$ cat src/rtl/gecko_execute_muldiv_if.sv
// Command/result bundle between decode and the iterative RV32M multiply/divide unit.
// Decode side uses the master modport; the execute unit uses the slave modport.
interface gecko_execute_muldiv_if #(
  parameter int DATA_WIDTH     = 32,
  parameter int REG_ADDR_WIDTH = 5
);
  logic                      cmd_valid;
  logic                      cmd_ready;
  logic [2:0]                cmd_op;
  logic [DATA_WIDTH-1:0]     cmd_a;
  logic [DATA_WIDTH-1:0]     cmd_b;
  logic                      cmd_reuse_a;
  logic                      cmd_reuse_b;
  logic [REG_ADDR_WIDTH-1:0] cmd_reg_addr;
  logic                      cmd_speculative;
  logic                      flush;
  logic                      res_valid;
  logic                      res_ready;
  logic [DATA_WIDTH-1:0]     res_value;
  logic [REG_ADDR_WIDTH-1:0] res_reg_addr;
  logic                      res_speculative;
  logic                      busy;

  modport master (
    output cmd_valid, cmd_op, cmd_a, cmd_b, cmd_reuse_a, cmd_reuse_b,
           cmd_reg_addr, cmd_speculative, flush, res_ready,
    input  cmd_ready, res_valid, res_value, res_reg_addr, res_speculative, busy
  );

  modport slave (
    input  cmd_valid, cmd_op, cmd_a, cmd_b, cmd_reuse_a, cmd_reuse_b,
           cmd_reg_addr, cmd_speculative, flush, res_ready,
    output cmd_ready, res_valid, res_value, res_reg_addr, res_speculative, busy
  );
endinterface

$ cat src/rtl/gecko_execute_muldiv.sv
// Iterative RV32M multiply/divide unit: shift-add multiply, restoring divide, RADIX_BITS per cycle.
// Optional GECKO_MULDIV_EARLY_OUT_EN: multiply stops once the remaining multiplier bits are zero.
module gecko_execute_muldiv #(
  parameter int DATA_WIDTH     = 32,
  parameter int RADIX_BITS     = 1,
  parameter int REG_ADDR_WIDTH = 5
) (
  input logic                  clk,
  input logic                  rst,
  gecko_execute_muldiv_if.slave bus
);
  localparam int W  = DATA_WIDTH;
  localparam int R  = RADIX_BITS;
  localparam int N  = W / R;
  localparam int CW = $clog2(N + 1);

  localparam logic [2:0] IDLE    = 3'd0;
  localparam logic [2:0] SETUP   = 3'd1;
  localparam logic [2:0] ITERATE = 3'd2;
  localparam logic [2:0] FINISH  = 3'd3;
  localparam logic [2:0] DONE    = 3'd4;

  logic [2:0]                state_reg;
  logic [2:0]                op_reg;
  logic [W-1:0]              a_reg, b_reg;
  logic [REG_ADDR_WIDTH-1:0] addr_reg;
  logic                      spec_reg;
  logic                      neg_reg;
  logic [W-1:0]              opa_reg;          // multiplier, or dividend shifting into quotient
  logic [2*W-1:0]            opb_reg;          // multiplicand (shifted left), or divisor
  logic [2*W-1:0]            acc_reg;          // product, or partial remainder in the low word
  logic [CW-1:0]             cnt_reg;
  logic [W-1:0]              res_value_reg;
  logic [W-1:0]              last_result_reg;

  logic           is_div, a_neg, b_neg, div_zero, overflow, flush_hit, iter_last;
  logic [W-1:0]   a_mag, b_mag, special_value, div_raw, div_word, finish_value;
  logic [2*W-1:0] mul_acc_next, mul_full;

  assign is_div    = op_reg[2];
  assign a_neg     = a_reg[W-1] & ((op_reg == 3'd1) | (op_reg == 3'd2) | (is_div & ~op_reg[0]));
  assign b_neg     = b_reg[W-1] & ((op_reg == 3'd1) | (is_div & ~op_reg[0]));
  assign a_mag     = a_neg ? -a_reg : a_reg;
  assign b_mag     = b_neg ? -b_reg : b_reg;
  assign div_zero  = is_div && (b_reg == '0);
  assign overflow  = is_div && !op_reg[0] && (a_reg == {1'b1, {(W-1){1'b0}}}) && (b_reg == '1);
  assign special_value = div_zero ? (op_reg[1] ? a_reg : '1) : (op_reg[1] ? '0 : a_reg);
  assign flush_hit = bus.flush && spec_reg && (state_reg != IDLE);

  assign mul_acc_next = acc_reg + opb_reg * {{(2*W-R){1'b0}}, opa_reg[R-1:0]};

  // Restoring divide, one quotient bit per chained stage.
  genvar gi;
  for (gi = 0; gi < R; gi++) begin : g_div_step
    logic [W-1:0] rem_in, quo_in, rem_out, quo_out, diff;
    logic [W:0]   shifted;
    logic         fits;
    if (gi == 0) begin : g_first
      assign rem_in = acc_reg[W-1:0];
      assign quo_in = opa_reg;
    end else begin : g_chain
      assign rem_in = g_div_step[gi-1].rem_out;
      assign quo_in = g_div_step[gi-1].quo_out;
    end
    assign shifted = {rem_in, quo_in[W-1]};
    assign fits    = shifted >= {1'b0, opb_reg[W-1:0]};
    assign diff    = shifted[W-1:0] - opb_reg[W-1:0];
    assign rem_out = fits ? diff : shifted[W-1:0];
    assign quo_out = {quo_in[W-2:0], fits};
  end

`ifdef GECKO_MULDIV_EARLY_OUT_EN
  assign iter_last = (cnt_reg == '0) || (!is_div && ((opa_reg >> R) == '0));
`else
  assign iter_last = (cnt_reg == '0);
`endif

  assign mul_full     = neg_reg ? -acc_reg : acc_reg;
  assign div_raw      = op_reg[1] ? acc_reg[W-1:0] : opa_reg;
  assign div_word     = neg_reg ? -div_raw : div_raw;
  assign finish_value = is_div ? div_word :
                        ((op_reg[1:0] == 2'd0) ? mul_full[W-1:0] : mul_full[2*W-1:W]);

  always_ff @(posedge clk) begin
    if (!rst) begin
      state_reg       <= IDLE;
      op_reg          <= '0;
      a_reg           <= '0;
      b_reg           <= '0;
      addr_reg        <= '0;
      spec_reg        <= 1'b0;
      neg_reg         <= 1'b0;
      opa_reg         <= '0;
      opb_reg         <= '0;
      acc_reg         <= '0;
      cnt_reg         <= '0;
      res_value_reg   <= '0;
      last_result_reg <= '0;
    end else begin
      case (state_reg)
        IDLE: if (bus.cmd_valid) begin
          op_reg    <= bus.cmd_op;
          a_reg     <= bus.cmd_reuse_a ? last_result_reg : bus.cmd_a;
          b_reg     <= bus.cmd_reuse_b ? last_result_reg : bus.cmd_b;
          addr_reg  <= bus.cmd_reg_addr;
          spec_reg  <= bus.cmd_speculative;
          state_reg <= SETUP;
        end
        SETUP: begin
          neg_reg <= (is_div && op_reg[1]) ? a_neg : (a_neg ^ b_neg);
          if (div_zero || overflow) begin
            res_value_reg <= special_value;
            state_reg     <= DONE;
          end else begin
            opa_reg   <= is_div ? a_mag : b_mag;
            opb_reg   <= {{W{1'b0}}, is_div ? b_mag : a_mag};
            acc_reg   <= '0;
            cnt_reg   <= CW'(N - 1);
            state_reg <= ITERATE;
          end
        end
        ITERATE: begin
          if (is_div) begin
            acc_reg <= {{W{1'b0}}, g_div_step[R-1].rem_out};
            opa_reg <= g_div_step[R-1].quo_out;
          end else begin
            acc_reg <= mul_acc_next;
            opb_reg <= opb_reg << R;
            opa_reg <= opa_reg >> R;
          end
          cnt_reg <= cnt_reg - CW'(1);
          if (iter_last) state_reg <= FINISH;
        end
        FINISH: begin
          res_value_reg <= finish_value;
          state_reg     <= DONE;
        end
        DONE: if (bus.res_ready && !flush_hit) begin
          last_result_reg <= res_value_reg;
          state_reg       <= IDLE;
        end
        default: state_reg <= IDLE;
      endcase
      // A flush of speculative work overrides whatever the state machine chose.
      if (flush_hit) state_reg <= IDLE;
    end
  end

  assign bus.cmd_ready       = (state_reg == IDLE) && rst;
  assign bus.res_valid       = (state_reg == DONE);
  assign bus.res_value       = res_value_reg;
  assign bus.res_reg_addr    = addr_reg;
  assign bus.res_speculative = spec_reg;
  assign bus.busy            = (state_reg != IDLE);
endmodule
$ cat src/flat_wrapper.sv
// flat-port wrapper written by rule: the top's interface ports become plain ports
module gecko_execute_muldiv_flat 
#(
  parameter int DATA_WIDTH     = 32,
  parameter int RADIX_BITS     = 1,
  parameter int REG_ADDR_WIDTH = 5
)
  (clk, rst, bus_cmd_valid, bus_cmd_op, bus_cmd_a, bus_cmd_b, bus_cmd_reuse_a, bus_cmd_reuse_b, bus_cmd_reg_addr, bus_cmd_speculative, bus_flush, bus_res_ready, bus_cmd_ready, bus_res_valid, bus_res_value, bus_res_reg_addr, bus_res_speculative, bus_busy);
  gecko_execute_muldiv_if #(.DATA_WIDTH(DATA_WIDTH), .REG_ADDR_WIDTH(REG_ADDR_WIDTH)) bus_i ();
  input logic clk;
  input logic rst;
  input wire logic [$bits(bus_i.cmd_valid)-1:0] bus_cmd_valid;
  input wire logic [$bits(bus_i.cmd_op)-1:0] bus_cmd_op;
  input wire logic [$bits(bus_i.cmd_a)-1:0] bus_cmd_a;
  input wire logic [$bits(bus_i.cmd_b)-1:0] bus_cmd_b;
  input wire logic [$bits(bus_i.cmd_reuse_a)-1:0] bus_cmd_reuse_a;
  input wire logic [$bits(bus_i.cmd_reuse_b)-1:0] bus_cmd_reuse_b;
  input wire logic [$bits(bus_i.cmd_reg_addr)-1:0] bus_cmd_reg_addr;
  input wire logic [$bits(bus_i.cmd_speculative)-1:0] bus_cmd_speculative;
  input wire logic [$bits(bus_i.flush)-1:0] bus_flush;
  input wire logic [$bits(bus_i.res_ready)-1:0] bus_res_ready;
  output wire logic [$bits(bus_i.cmd_ready)-1:0] bus_cmd_ready;
  output wire logic [$bits(bus_i.res_valid)-1:0] bus_res_valid;
  output wire logic [$bits(bus_i.res_value)-1:0] bus_res_value;
  output wire logic [$bits(bus_i.res_reg_addr)-1:0] bus_res_reg_addr;
  output wire logic [$bits(bus_i.res_speculative)-1:0] bus_res_speculative;
  output wire logic [$bits(bus_i.busy)-1:0] bus_busy;
  assign bus_i.cmd_valid = bus_cmd_valid;
  assign bus_i.cmd_op = bus_cmd_op;
  assign bus_i.cmd_a = bus_cmd_a;
  assign bus_i.cmd_b = bus_cmd_b;
  assign bus_i.cmd_reuse_a = bus_cmd_reuse_a;
  assign bus_i.cmd_reuse_b = bus_cmd_reuse_b;
  assign bus_i.cmd_reg_addr = bus_cmd_reg_addr;
  assign bus_i.cmd_speculative = bus_cmd_speculative;
  assign bus_i.flush = bus_flush;
  assign bus_i.res_ready = bus_res_ready;
  assign bus_cmd_ready = bus_i.cmd_ready;
  assign bus_res_valid = bus_i.res_valid;
  assign bus_res_value = bus_i.res_value;
  assign bus_res_reg_addr = bus_i.res_reg_addr;
  assign bus_res_speculative = bus_i.res_speculative;
  assign bus_busy = bus_i.busy;
  gecko_execute_muldiv #(.DATA_WIDTH(DATA_WIDTH), .RADIX_BITS(RADIX_BITS), .REG_ADDR_WIDTH(REG_ADDR_WIDTH)) u_core (.clk(clk), .rst(rst), .bus(bus_i));
endmodule
$ cat config.mk
export PLATFORM = sky130hd
export DESIGN_NAME = gecko_execute_muldiv_flat
export DESIGN_NICKNAME = d
export VERILOG_FILES = /design/src/rtl/gecko_execute_muldiv_if.sv /design/src/rtl/gecko_execute_muldiv.sv /design/src/flat_wrapper.sv
export SDC_FILE = /design/constraint.sdc
export NUM_CORES = 1
export LEC_CHECK = 0
export CAP_MARGIN = 20
export CORE_ASPECT_RATIO = 0.9
export CORE_MARGIN = 2
export CORE_UTILIZATION = 55
export DETAILED_ROUTE_END_ITERATION = 10
export HOLD_SLACK_MARGIN = 0.08
export PLACE_DENSITY = 0.79
export SETUP_SLACK_MARGIN = 0.05
export SLEW_MARGIN = 15
export SYNTH_ARGS = -nofsm -noshare
export SYNTH_HDL_FRONTEND = slang
export SYNTH_SLANG_ARGS = --single-unit
$ cat constraint.sdc
create_clock -name clk -period 5.4 [get_ports clk]
set_input_delay 1.62 -clock clk [delete_from_list [all_inputs] [get_ports clk]]
set_output_delay 1.62 -clock clk [all_outputs]
set_load 0.01 [all_outputs]
==> results of run 1 <==
[through the flow]
step | instances | util | power, mW | hold WS (ns)
after global placement | 3724 | 0.584 | 5.46 | 0.444
after CTS | 3788 | 0.612 | 8.00 | 0.460
final | 3791 | 0.612 | 8.09 | 0.459
after floorplan | 3247 | - | 4.66 | 0.441
after detailed placement | 3725 | 0.585 | 5.53 | 0.452
after global routing | 3789 | 0.612 | 8.42 | 0.478
[worst max path at each step]
stage | startpoint | to | slack (ns) | cells past startpoint
2_1_floorplan | u_core.op_reg[1] | u_core.bus.res_value[24] | 1.37 | 18
5_1_grt | u_core.g_div_step[0].quo_in[0] | u_core.acc_reg[47] | 0.76 | 13
3_3_place_gp | rst | bus_cmd_ready | 1.26 | 4
3_5_place_dp | u_core.g_div_step[0].quo_in[0] | u_core.acc_reg[63] | 1.17 | 13
4_1_cts | u_core.g_div_step[0].quo_in[0] | u_core.acc_reg[55] | 1.16 | 13
6_report | u_core.g_div_step[0].quo_in[0] | u_core.acc_reg[55] | 1.0 | 13
[per-layer routing]
metal  wire (microns)  up-vias  share of wire  track usage
met4             4080        4          0.046        0.168
met5               25        -        0.00028            0
li1                 -    11700              -            -
met2            37300     1511           0.42        0.561
met1            37300    12100           0.42        0.528
met3             9330      235           0.11       0.0609
[report_power, final]
| part | switching [mW] | total (mW) | internal [mW] |
|---|---|---|---|
| Combinational | 1.77 | 2.80 | 1.02 |
| Sequential | 0.338 | 2.81 | 2.47 |
| Clock | 1.04 | 2.49 | 1.45 |
| Total | 3.15 | 8.09 | 4.94 |
[layout make-up]
class,count,area share
multi-input cells,2615,0.631
clock inverters,7,0.00354
diodes,2,0.000186
flip-flops and latches,307,0.229
clock buffers,56,0.0408
well taps,562,0.0262
inverters,74,0.0105
repair buffers,168,0.0590
[worst max-delay path, cell delays in order, from the launching register on]
cell	delay (ns)
sky130_fd_sc_hd__dfxtp_1	0.67
sky130_fd_sc_hd__buf_4	0.50
sky130_fd_sc_hd__and2_1	0.21
sky130_fd_sc_hd__ha_1	0.33
sky130_fd_sc_hd__a21o_1	0.22
sky130_fd_sc_hd__o21bai_1	0.18
sky130_fd_sc_hd__a2111oi_0	0.43
sky130_fd_sc_hd__a21oi_1	0.13
sky130_fd_sc_hd__a221o_1	0.35
sky130_fd_sc_hd__a31o_1	0.22
sky130_fd_sc_hd__a31oi_1	0.51
sky130_fd_sc_hd__o21ai_1	0.24
sky130_fd_sc_hd__xnor2_1	0.18
sky130_fd_sc_hd__o21ai_0	0.09
[logic make-up after synthesis]
| family | after synthesis | share of synthesized area |
|---|---|---|
| flops | 307 | 0.253 |
| mux | 160 | 0.0684 |
| buf+inv | 325 | 0.0518 |
| simple gates | 1111 | 0.215 |
| compound gates | 976 | 0.260 |
| xor+xnor | 233 | 0.0840 |
| fa+ha+maj | 135 | 0.0670 |
[cells in the final DEF (no fill, tap or decap), types with 14 or more instances in the layout]
cell type / n
sky130_fd_sc_hd__nor3_1: 83
sky130_fd_sc_hd__buf_4: 45
sky130_fd_sc_hd__xor2_1: 119
sky130_fd_sc_hd__clkdlybuf4s50_1: 117
sky130_fd_sc_hd__o21a_1: 15
sky130_fd_sc_hd__mux2i_1: 131
sky130_fd_sc_hd__a21o_1: 60
sky130_fd_sc_hd__or3_1: 19
sky130_fd_sc_hd__a222oi_1: 19
sky130_fd_sc_hd__nand2_1: 342
sky130_fd_sc_hd__and2_1: 74
sky130_fd_sc_hd__o21ai_1: 53
sky130_fd_sc_hd__o211ai_1: 32
sky130_fd_sc_hd__nand4_1: 36
sky130_fd_sc_hd__a311oi_1: 15
sky130_fd_sc_hd__maj3_1: 31
sky130_fd_sc_hd__o31ai_1: 40
sky130_fd_sc_hd__a211oi_1: 124
sky130_fd_sc_hd__and3_1: 17
sky130_fd_sc_hd__dfxtp_1: 304
sky130_fd_sc_hd__xnor2_1: 114
sky130_fd_sc_hd__ha_1: 102
sky130_fd_sc_hd__o21ai_0: 137
sky130_fd_sc_hd__a21oi_1: 296
sky130_fd_sc_hd__or4_1: 21
sky130_fd_sc_hd__nor2_1: 326
sky130_fd_sc_hd__inv_1: 71
sky130_fd_sc_hd__a31oi_1: 32
sky130_fd_sc_hd__a22oi_1: 16
sky130_fd_sc_hd__nor4_1: 22
sky130_fd_sc_hd__nand2b_1: 22
sky130_fd_sc_hd__nand3_1: 77
sky130_fd_sc_hd__mux2_2: 14
sky130_fd_sc_hd__o41ai_1: 17
sky130_fd_sc_hd__clkbuf_16: 36
==> tab_implementation.tex, run 1 <==
\begin{tabular}{lr}
\hline
Metric & Value \\
\hline
\multicolumn{2}{l}{\textbf{Cells and area}} \\
Layout cell share with drive strength beyond 1 & 0.0533 \\
Sequential cell area & 6150 sq um \\
Synthesis-to-finish area growth & 10.6\% \\
Layout Cell Area excl Fill & 26,800 sq um \\
Area of combinational cells with multiple inputs & 16,900 sq um \\
Number of fill cells & 3,926 \\
Final Net Count & about 3,400 \\
\multicolumn{2}{l}{\textbf{Die}} \\
Boundary Pins & 121 \\
Initial Util & 0.554 \\
Die span in x & around 230 microns \\
Row Count & 73 \\
Core region area & 43,800 sq um \\
Overall die area & 45,800 sq um \\
Die Y-Extent & between 200 and 250 microns \\
\multicolumn{2}{l}{\textbf{Synthesis}} \\
Area share of the leading cell type in the synthesized netlist & 0.253 \\
Cell area after technology mapping & approximately 24,000 sq um \\
Largest cells by area after synthesis & sky130\_fd\_sc\_hd\_\_dfxtp\_1 (25\%), sky130\_fd\_sc\_hd\_\_a21oi\_1 (6.1\%), sky130\_fd\_sc\_hd\_\_mux2i\_1 (5.4\%), sky130\_fd\_sc\_hd\_\_nand2\_1 (5.3\%), sky130\_fd\_sc\_hd\_\_ha\_1 (5.3\%) \\
Sequential area share after synthesis & 0.253 \\
Number of synthesized flops with an enable pin & 0 \\
Cell taking the most area after synthesis & sky130\_fd\_sc\_hd\_\_dfxtp\_1 \\
Post-synthesis cell count & 3,247 \\
Most used DFF post-synth & sky130\_fd\_sc\_hd\_\_dfxtp\_1 \\
Most repeated cell in the gate-level netlist after synthesis & sky130\_fd\_sc\_hd\_\_nand2\_1 \\
Nets in the synthesized netlist & 3,431 \\
Commonest cells in the netlist & sky130\_fd\_sc\_hd\_\_nand2\_1 (343), sky130\_fd\_sc\_hd\_\_nor2\_1 (329), sky130\_fd\_sc\_hd\_\_dfxtp\_1 (307) \\
YS warnings & 0 \\
Avg Synthesized Cell Area & 7.48 sq um \\
Post-synth cell types & 88 \\
Flip-flop and latch count after synthesis & 307 \\
Ys async rst share & 0 \\
\multicolumn{2}{l}{\textbf{Clocking}} \\
Hold buffer count at CTS & 0 \\
Setup repair bufs after CTS & 0 \\
Level count of the clock H-tree & 2 \\
Number of buffers between clock root and the deepest sink & 3 \\
Clock tree from TritonCTS & yes \\
Clock-pin slew on the worst setup and hold paths & 0.06 ns \\
Total clock buffers created by CTS & 36 \\
Clk Latency, worst-skew pair & 0.57 ns \\
Quantity of gates resized following cts & 0 \\
Count of clock tree sinks & 307 \\
Library cell used as clock root buffer & sky130\_fd\_sc\_hd\_\_clkbuf\_16 \\
\multicolumn{2}{l}{\textbf{Flow run}} \\
Maximum Capacitance Violations & 0 \\
\multicolumn{2}{l}{\textbf{Timing}} \\
Layout Skew & 0.0228 ns \\
Finish-stage setup viols & 0 \\
Maximum clock rate & 227 MHz \\
Post-route setup TNS & 0 ns \\
Worst Setup Slack, final & 0.997 ns \\
Min cycle time layout & 4.40 ns \\
Unrepaired setup endpoints after global routing & false \\
Final critical-path share of the clock period & 0.815 \\
Remaining max-slew budget at the tightest pin & 0.291 \\
Max-slew violation total from the final report & 0 \\
Final count of hold timing violations & 0 \\
Pin slew with the least headroom to its limit & roughly 1.1 ns \\
\multicolumn{2}{l}{\textbf{Min path}} \\
Class of the tightest hold or removal check & flip-flop to flip-flop \\
HP Start & u\_core.bus.res\_reg\_addr[4] \\
Endpoint of the worst hold-timing path & u\_core.bus.res\_reg\_addr[4] \\
Worst Hold Path Cells & 2 \\
\multicolumn{2}{l}{\textbf{Detailed routing}} \\
Detailed-route wire length & a little under 90 mm \\
Antenna Nets Post-Route & 0 \\
Drt via density & 6.76 \\
Iteration-0 DRC Markers & $\sim$3,200 \\
Number of DRC violations after detailed routing & 0 \\
Total via count in the routed design & 25,600 \\
DRT Pass-1 Iters & 7 \\
Post-detailed-route wirelength per cell & between 20 and 25 microns \\
\multicolumn{2}{l}{\textbf{Worst setup path}} \\
Reg2reg setup slack & 1.0 ns \\
Worst flop-to-flop path endpoint & u\_core.acc\_reg[55] \\
WS Path Type & flip-flop to flip-flop \\
CP required & 5.83 ns \\
Reg2reg path depth & 13 \\
Critical register-to-register path startpoint & u\_core.g\_div\_step[0].quo\_in[0] \\
Critical Path Source Type & flip-flop \\
Worst-path fanout max & 53 \\
Crit path DAT & between 4 and 5 ns \\
Kind of capture point of the worst setup path & flip-flop \\
\multicolumn{2}{l}{\textbf{Placed design}} \\
Cell area reported after detailed placement & 25,600 sq um \\
Port-buffer cells & 120 \\
Half-perimeter wire length after placement & between 60 and 70 mm \\
Last weighted congestion value of the routability-driven placer & 1.06 \\
Pre-CTS setup slack & between 1 and 1.5 ns \\
\multicolumn{2}{l}{\textbf{Pwr}} \\
Total power density per cell area & 301 nW/um\^{}2 \\
Worst ir drop on vdd & 0.000239 V \\
Leakage power figure & 10.7 nW \\
\multicolumn{2}{l}{\textbf{GRT}} \\
Antenna violations before repair & 5 \\
Global-route wire length before repair & 136 mm \\
Maximum number of pins on one net before global-route repair & between 100 and 150 \\
Gr ovfl total & 0 \\
Gr usage total & 0.375 \\
Vias in the first global route & $\sim$24,000 \\
\multicolumn{2}{l}{\textbf{Outcome}} \\
Status & finished, final reports clean \\
\hline
\end{tabular}
No activity file was read; power rests on OpenSTA's default activity.
==> run 2, diff against run 1 <==
Clock period 5.4 ns to 4.15 ns, I/O delays scaled along.
==> run 2 against run 1 <==
  * Hold slack got worse by 0.0042 ns
  * Fmax increased by 14%
  * Register-to-register slack got worse by 0.71 ns
  * Clock power is 27% higher
  * Critical path depth rose by 2
  * Combinational power rose by 34%
==> tab_implementation.tex, run 2 (same netlist as run 1, synthesis figures left out) <==
\begin{tabular}{lr}
\hline
Metric & Value \\
\hline
\multicolumn{2}{l}{\textbf{Worst setup path}} \\
Crit path DAT & 4.31 ns (-0.52 ns) \\
Crit-path slowest cell & sky130\_fd\_sc\_hd\_\_a21oi\_1 \\
CP cell instances & buf\_4, and2\_1, ha\_1, inv\_1, fa\_1, nor2b\_1, o31a\_1, o31ai\_1, o2111ai\_1, a21oi\_1, o21ai\_1, and3b\_1, a21oi\_1, xor2\_1, o21ai\_1 \\
Kind of capture point of the worst setup path & flip-flop \\
Critical register-to-register path startpoint & u\_core.g\_div\_step[0].quo\_in[0] \\
Critical Path Source Type & flip-flop \\
CP required & 4.60 ns (-1.23 ns) \\
Worst-path fanout max & 11 (-79\%) \\
WS Path Type & flip-flop to flip-flop \\
Largest stage delay on the critical path & 0.52 ns (-0.15 ns) \\
Launching element of the worst setup path & u\_core.g\_div\_step[0].quo\_in[0] \\
\multicolumn{2}{l}{\textbf{Detailed routing}} \\
DRT Pass-1 Iters & 7 (unchanged) \\
Total via count in the routed design & 25,900 (+1.3\%) \\
Post-detailed-route wirelength per cell & 23.9 microns (+2.8\%) \\
Iteration-0 DRC Markers & 3,637 (+13\%) \\
Antenna Nets Post-Route & 0 (unchanged) \\
Detailed-route wire length & 91.7 mm (+4.2\%) \\
Drt via density & 6.75 (about the same) \\
Number of DRC violations after detailed routing & 0 (unchanged) \\
\multicolumn{2}{l}{\textbf{Clocking}} \\
Clock-pin slew on the worst setup and hold paths & 0.06 ns (about the same) \\
Level count of the clock H-tree & 2 (unchanged) \\
Hold buffer count at CTS & 0 (unchanged) \\
Count of clock tree sinks & 307 (unchanged) \\
Setup repair bufs after CTS & 0 (unchanged) \\
Clk Latency, worst-skew pair & 0.58 ns (about the same) \\
Library cell used as clock root buffer & sky130\_fd\_sc\_hd\_\_clkbuf\_16 \\
Quantity of gates resized following cts & 0 (unchanged) \\
Number of buffers between clock root and the deepest sink & 3 (unchanged) \\
Total clock buffers created by CTS & 36 (unchanged) \\
Clock tree from TritonCTS & yes \\
\multicolumn{2}{l}{\textbf{Cells and area}} \\
Count of antenna diodes in the layout & 0 (-2) \\
Most frequent cells in the layout & sky130\_fd\_sc\_hd\_\_nand2\_1 (342), sky130\_fd\_sc\_hd\_\_nor2\_1 (326), sky130\_fd\_sc\_hd\_\_dfxtp\_1 (304), sky130\_fd\_sc\_hd\_\_a21oi\_1 (296), sky130\_fd\_sc\_hd\_\_o21ai\_0 (137) \\
Layout cell share with drive strength beyond 1 & 0.0686 (+0.0153) \\
Final core utilization & 0.621 (+0.00833) \\
Fin cells & 3,843 (+1.4\%) \\
Synthesis-to-finish area growth & 12.1\% \\
Number of fill cells & 3,967 (+1.0\%) \\
Leading cell type in the layout, fill and taps excluded & sky130\_fd\_sc\_hd\_\_nand2\_1 \\
Final Net Count & 3,441 (+1.6\%) \\
\multicolumn{2}{l}{\textbf{GRT}} \\
Most used routing layer in global routing & met2 \\
Global-route wire length before repair & 141 mm (+4.0\%) \\
Met2 layer usage reported by global route & 0.582 (+0.0212) \\
Vias in the first global route & 24,100 (+2.3\%) \\
Gr usage total & 0.392 (+0.0179) \\
Met1 routing resource usage after global routing & 0.552 (+0.0245) \\
Gr ovfl total & 0 (unchanged) \\
Antenna violations before repair & 2 (-3) \\
Maximum number of pins on one net before global-route repair & 136 (-1.4\%) \\
Met3 capacity usage during global routing & 0.0771 (+0.0161) \\
\multicolumn{2}{l}{\textbf{Die}} \\
Initial Util & 0.554 (unchanged) \\
Core region area & 43,800 sq um (unchanged) \\
Die Y-Extent & 203 microns (unchanged) \\
Overall die area & 45,800 sq um (unchanged) \\
Die span in x & 225 microns (unchanged) \\
Boundary Pins & 121 (unchanged) \\
Row Count & 73 (unchanged) \\
\multicolumn{2}{l}{\textbf{Timing}} \\
Pin slew with the least headroom to its limit & 1.05 ns (-0.0177 ns) \\
Layout Skew & 0.0368 ns (+0.0139 ns) \\
Remaining max-slew budget at the tightest pin & 0.303 (+0.0118) \\
Max-slew violation total from the final report & 0 (unchanged) \\
Post-route setup TNS & 0 ns (unchanged) \\
Min cycle time layout & 3.86 ns (-0.542 ns) \\
Finish-stage setup viols & 0 (unchanged) \\
Unrepaired setup endpoints after global routing & false \\
Final critical-path share of the clock period & 0.930 (+0.115) \\
Final count of hold timing violations & 0 (unchanged) \\
Maximum clock rate & 259 MHz (+14\%) \\
\multicolumn{2}{l}{\textbf{Placed design}} \\
Last weighted congestion value of the routability-driven placer & 1.05 (-1.6\%) \\
Dpl cells & 3,781 (+1.5\%) \\
Port-buffer cells & 120 (unchanged) \\
Half-perimeter wire length after placement & 69.0 mm (+5.3\%) \\
\multicolumn{2}{l}{\textbf{Flow run}} \\
Maximum Capacitance Violations & 0 (unchanged) \\
\multicolumn{2}{l}{\textbf{Pwr}} \\
Switching fraction of total power & 0.396 (+0.00648) \\
Fraction of power consumed by combinational cells & 0.355 (+0.010) \\
Sequential Power Share & 0.346 (about the same) \\
Internal power contribution & 6.39 mW (+29\%) \\
Worst ir drop on vdd & 0.000322 V (+34\%) \\
Final total power & 10.6 mW (+31\%) \\
Net switching power figure & 4.19 mW (+33\%) \\
Total power density per cell area & 389 nW/um\^{}2 (+29\%) \\
Leakage power figure & 11.0 nW (+2.5\%) \\
Clock network fraction of design power & 0.298 (-0.010) \\
\multicolumn{2}{l}{\textbf{Outcome}} \\
Status & finished, final reports clean \\
\multicolumn{2}{l}{\textbf{Min path}} \\
Class of the tightest hold or removal check & flip-flop to flip-flop \\
HP Start & u\_core.bus.res\_reg\_addr[2] \\
\hline
\end{tabular}
-- run 2: final timing paths --
check / slack (ns) / depth (start not counted) / to
worst max-delay path: 0.29 / 15 / u_core.acc_reg[58]
worst min-delay path: 0.45 / 2 / u_core.bus.res_reg_addr[2]
worst max register to register: 0.29 / 15 / u_core.acc_reg[58]
worst min register to register: 0.45 / 2 / u_core.bus.res_reg_addr[2]
-- run 2: layer usage --
layer,routed length (microns),vias to the layer above
met5,13,-
met4,4170,2
met3,9970,262
met2,38500,1499
met1,39100,12400
li1,-,11800
-- run 2: per-stage QoR --
step                hold slack, ns  instance area, sq um  worst slack (ns)
global placement             0.443                 26100             0.574
detailed placement           0.451                 26100             0.456
finish                       0.455                 27200             0.289
global route                 0.484                 27200             0.161
CTS                          0.458                 27200             0.441
floorplan                    0.441                 24300             0.124
-- run 2: worst max-delay path: cells and delay by family (launching register included) --
family                     cells  cell delay [ns]
AOI/OAI and AO/OA              7             2.06
xor gates and xnor gates       1             0.17
adders and majority gates      2             0.39
buffers and inverters          2             0.27
DFF                            1             0.37
and+or+nand+nor                3             0.49
-- run 2: layout make-up --
cell class	count	area (sq um)	area share
sequential	307	6150	0.226
multi-input combinational	2615	16900	0.622
clock inverter	11	118	0.00432
tap	562	703	0.0258
timing repair buffer	223	2010	0.0738
inverter	74	283	0.0104
clock buffer	51	1020	0.0374
-- run 2: power by group through the flow --
stage	clock network [mW]	registers, mW	logic (mW)
4_1_cts	3.17	3.63	3.64
2_1_floorplan	0	3.49	2.57
5_1_grt	3.28	3.68	4.04
3_5_place_dp	0	3.69	3.61
3_3_place_gp	0	3.69	3.54
6_report	3.16	3.66	3.76
